**config.mk**
```make
export PLATFORM = sky130hd
export DESIGN_NAME = status_feeder
export DESIGN_NICKNAME = d
export VERILOG_FILES = /design/src/rtl/status_feeder.sv
export SDC_FILE = /design/constraint.sdc
export NUM_CORES = 1
export LEC_CHECK = 0
export CAP_MARGIN = 10
export CELL_PAD_IN_SITES_DETAIL_PLACEMENT = 1
export CELL_PAD_IN_SITES_GLOBAL_PLACEMENT = 2
export CORE_MARGIN = 1
export CORE_UTILIZATION = 42
export CTS_BUF_LIST = sky130_fd_sc_hd__clkbuf_16
export DETAILED_ROUTE_END_ITERATION = 10
export PLACE_DENSITY_LB_ADDON = 0.1
export SLEW_MARGIN = 10
export SYNTH_ARGS = -nofsm -noshare
export SYNTH_HDL_FRONTEND = slang
export SYNTH_SLANG_ARGS = --single-unit
```
**constraint.sdc**
```tcl
create_clock -name clk -period 5.9 [get_ports clk]
set_input_delay 0.885 -clock clk [delete_from_list [all_inputs] [get_ports clk]]
set_output_delay 0.885 -clock clk [all_outputs]
set_load 0.02 [all_outputs]
```
**src/rtl/status_feeder.sv**
```systemverilog
// Event-to-status-latch feeder: queues exception/setx events and drains them one per cycle.
// Define STATUS_FEEDER_DROP_CNT_EN to build the saturating lost-event counter.
module status_feeder #(
  parameter int DEPTH = 4
) (
  input  logic        clk,
  input  logic        clr,
  input  logic        evt_valid,
  input  logic [2:0]  evt_code,
  input  logic        setx_valid,
  input  logic [26:0] setx_imm,
  input  logic        hold,
  output logic [31:0] status_data,
  output logic        status_w_en,
  output logic        full,
  output logic        empty,
  output logic        dropped,
  output logic [7:0]  drop_cnt
);

  localparam int AW = $clog2(DEPTH);
  localparam logic [AW:0] CNT_MAX = (AW+1)'(DEPTH);

  logic [31:0]   mem [DEPTH];
  logic [AW-1:0] rd_ptr;
  logic [AW-1:0] wr_ptr;
  logic [AW:0]   count;

  logic        evt_ok;
  logic        push;
  logic        pop;
  logic        room;
  logic        do_push;
  logic        collide;
  logic        overflow;
  logic [1:0]  lost;
  logic [31:0] push_data;

  assign evt_ok    = evt_valid && (evt_code inside {[3'd1:3'd5]});
  assign push      = evt_ok || setx_valid;
  assign push_data = evt_ok ? {29'b0, evt_code}
                            : {5'b0, setx_imm};

  assign full  = (count == CNT_MAX);
  assign empty = (count == '0);

  // A pop in the same cycle frees a slot, so a full FIFO still accepts.
  assign pop      = !empty && !hold;
  assign room     = !full || pop;
  assign do_push  = push && room;
  assign collide  = evt_ok && setx_valid;
  assign overflow = push && !room;
  assign lost     = {1'b0, collide} + {1'b0, overflow};

  always_ff @(posedge clk) begin
    if (!clr && do_push) begin
      mem[wr_ptr] <= push_data;
    end
  end

  always_ff @(posedge clk) begin
    if (clr) begin
      rd_ptr      <= '0;
      wr_ptr      <= '0;
      count       <= '0;
      status_data <= '0;
      status_w_en <= 1'b0;
      dropped     <= 1'b0;
    end else begin
      status_w_en <= pop;
      if (pop) begin
        status_data <= mem[rd_ptr];
        rd_ptr      <= rd_ptr + 1'b1;
      end
      if (do_push) begin
        wr_ptr <= wr_ptr + 1'b1;
      end
      unique case ({do_push, pop})
        2'b10:   count <= count + 1'b1;
        2'b01:   count <= count - 1'b1;
        default: count <= count;
      endcase
      if (lost != 2'd0) begin
        dropped <= 1'b1;
      end
    end
  end

`ifdef STATUS_FEEDER_DROP_CNT_EN
  logic [7:0] cnt_q;
  logic [8:0] cnt_sum;

  assign cnt_sum = {1'b0, cnt_q} + {7'b0, lost};

  always_ff @(posedge clk) begin
    if (clr) begin
      cnt_q <= '0;
    end else if (cnt_sum[8]) begin
      cnt_q <= 8'hFF;
    end else begin
      cnt_q <= cnt_sum[7:0];
    end
  end

  assign drop_cnt = cnt_q;
`else
  assign drop_cnt = 8'h00;
`endif

endmodule

```
==> out/metrics.cfg <==
[timing]
tightest_slew_ns = 1.06
drv_slew = 0
finalHoldViolCount = 0
fin_crit_ns = 2.88
relSlewSlack = 0.292
hold_ws_ns = 0.452
finClkSkew_ns = 0.00680
max_freq_mhz = 348
setup_viol = 0
period_share = 0.487
tns_ns = 0
rsz0062_at_grt = no

[detailed_routing]
drc = 0
wl_per_cell_um = 18.0
via_count = 3174
postRouteAntennaNets = 0
first_iter_violations = 170
vias_per_cell = 5.02
drt-total-wl_um = 11400
drt_pre_antenna_iters = 4

[clocking]
cts_tree = done
clkLatencyLatePin_ns = 0.41
cts_htree_levels = 4
cts_buffers = 17
postCtsSetupBuffers = 0
cts-root-buf = clkbuf_16
cts_resized = 0
path_clk_slew_ns = 0.06
clockBufferDepth = 2
cts.sinks = 144
ctsHoldBuffers = 0

[global_route]
globalRouteTotalUtil = 0.177
top_usage_layer = met2
grt_max_degree = 41
use_met2 = 0.295
grt_pass1_wl_um = 18100
antenna_found_initial = 0
met3_usage = 0.0415
use_met1 = 0.223
grt_pass1_vias = 3378
gr-total-overflow = 0

[min_path]
min_delay_path_depth = 2
hold_class = register to register
min_from = status_data[12]$_SDFFE_PP0P_
min_to = status_data[12]$_SDFFE_PP0P_

[placed_design]
port_buffers = 65
dp_cells = 600
place_area_mm2 = 0.00651
dpl.hpwl_um = 6700
gp_congestion = 0.769

[cells_and_area]
nFillCells = 1318
layout_commonest_cell = edfxtp_1
nNetsFinal = 483
layout.cells.non_filler = 632
drive_gt1_frac = 0.162
most-common-layout-cells = edfxtp_1 (108), clkdlybuf4s50_1 (64), nand2_1 (57)
area_delta_synth_final_pct = 24.1
multi_input_area_mm2 = 0.00160
final_area_mm2 = 0.00708
diodes = 0
regArea_mm2 = 0.00397

[power_and_ir_drop]
p_per_area_mw_per_mm2 = 421
ir_drop_mv = 0.207
p_leak_nw = 2.36

[synthesis]
yosys.area_share.simple = 0.0926
ys.flop_type = edfxtp_1
netlist_area_mm2 = 0.00570
synth_top_family_by_area = multiplexers
synth_top_area_share = 0.569
ys_types = 37
synth_seq_cells = 144
muxShareOfSynthArea = 0.114
syn_area_per_cell_um2 = 15.5
synth_compound_area_frac = 0.0461
yosysWarnings = 0
ys_seq_area_frac = 0.695
yosys.area.top_type = edfxtp_1
synthXorXnorAreaFrac = 0.00461
synthAdderAreaFrac = 0.0140
syn_inst = 369
synthTopCellsByArea = edfxtp_1 (57%), dfxtp_1 (13%), mux4_2 (11%), nand2_1 (3.8%), nor2b_1 (3.0%)
async_flop_share = 0
synth_edf_count = 108

[critical_path]
cp-start-kind = register
reg2reg_setup_slack_ns = 3.88
rr_worst_depth = 6
required_ns = 5.02
crit_fanout = 6
critPathKind = register to primary output
startpoint = count[0]$_SDFFE_PP0P_
timing.rr.end = count[2]$_SDFFE_PP0P_
worstSetupEndpointType = primary output
arrival_ns = 1.99
reg2reg_from = count[0]$_SDFFE_PP0P_

[floorplan]
ios = 79
die_area_mm2 = 0.0141
coreArea_mm2 = 0.0132
die_h_um = 119
std_cell_rows = 42
initial_core_util = 0.431
die_x_um = 119

[job]
maxCapViolCount = 0

[outcome]
status = finished clean

stage by stage:
step / setup WS [ns] / utilization / total power [W]
6_report: 3.02 / 0.535 / 0.00298
4_1_cts: 3.00 / 0.535 / 0.00302
3_5_place_dp: 2.65 / 0.491 / 0.00199
3_3_place_gp: 2.71 / 0.491 / 0.00198
2_1_floorplan: 3.28 / - / 0.00174
5_1_grt: 2.93 / 0.535 / 0.00312
registers in the layout (all words and copies together) (netlist names):
name	count
dropped	1
rd_ptr	2
status_w_en	1
count	3
wr_ptr	2
status_data	27
mem	108
worst max path at each step:
stage                            end  depth (start not counted)
6_report                       empty                          2
5_1_grt        count[2]$_SDFFE_PP0P_                          7
3_3_place_gp   count[2]$_SDFFE_PP0P_                          7
2_1_floorplan    mem[0][0]$_DFFE_PP_                          4
3_5_place_dp   count[2]$_SDFFE_PP0P_                          7
4_1_cts                        empty                          2
worst max-delay path, stage by stage, from the launching register on:
cell and delay (ns):
dfxtp_1 0.38, nor3_2 0.49, clkdlybuf4s50_1 0.71
report_power, final:
part	switching (W)	leakage, nW	internal (W)
sequential	0.000101	1.29	0.00121
clock	0.000404	0.272	0.000618
combinational	0.000327	0.798	0.000315
total	0.000832	2.36	0.00215
cells in the mapped netlist, types with 2 or more instances:
| master | count |
|---|---|
| a21oi_1 | 27 |
| a2bb2oi_1 | 2 |
| and2_1 | 6 |
| buf_2 | 7 |
| buf_4 | 13 |
| clkbuf_1 | 10 |
| dfxtp_1 | 36 |
| edfxtp_1 | 108 |
| ha_1 | 4 |
| inv_1 | 5 |
| mux2_1 | 2 |
| mux2i_1 | 2 |
| mux4_2 | 27 |
| nand2_1 | 57 |
| nand2b_1 | 2 |
| nor2_1 | 9 |
| nor2b_1 | 27 |
| nor3b_1 | 2 |
| o21ai_0 | 3 |
| xnor2_1 | 3 |
layer usage:
layer / up-vias / share of wire
met5: - / 0
met4: 0 / 0.013
met3: 14 / 0.028
met2: 66 / 0.52
met1: 1613 / 0.44
li1: 1481 / -
layout make-up:
| class | count | share of cell area |
|---|---|---|
| Multi-Input combinational cell | 202 | 0.226 |
| Clock inverter | 15 | 0.0208 |
| Inverter | 5 | 0.00265 |
| Sequential cell | 144 | 0.560 |
| Tap cell | 176 | 0.0311 |
| Timing Repair Buffer | 73 | 0.0996 |
| Clock buffer | 17 | 0.0601 |
cells by family after synthesis:
| group | Yosys count |
|---|---|
| AO/OA/AOI/OAI | 41 |
| other | 1 |
| adder cells (fa/ha/maj) | 6 |
| AND/OR/NAND/NOR | 108 |
| buffers and inverters | 35 |
| XOR/XNOR | 3 |
| multiplexers | 31 |
| flip-flops | 144 |
Power figures use the tool's default switching activity.
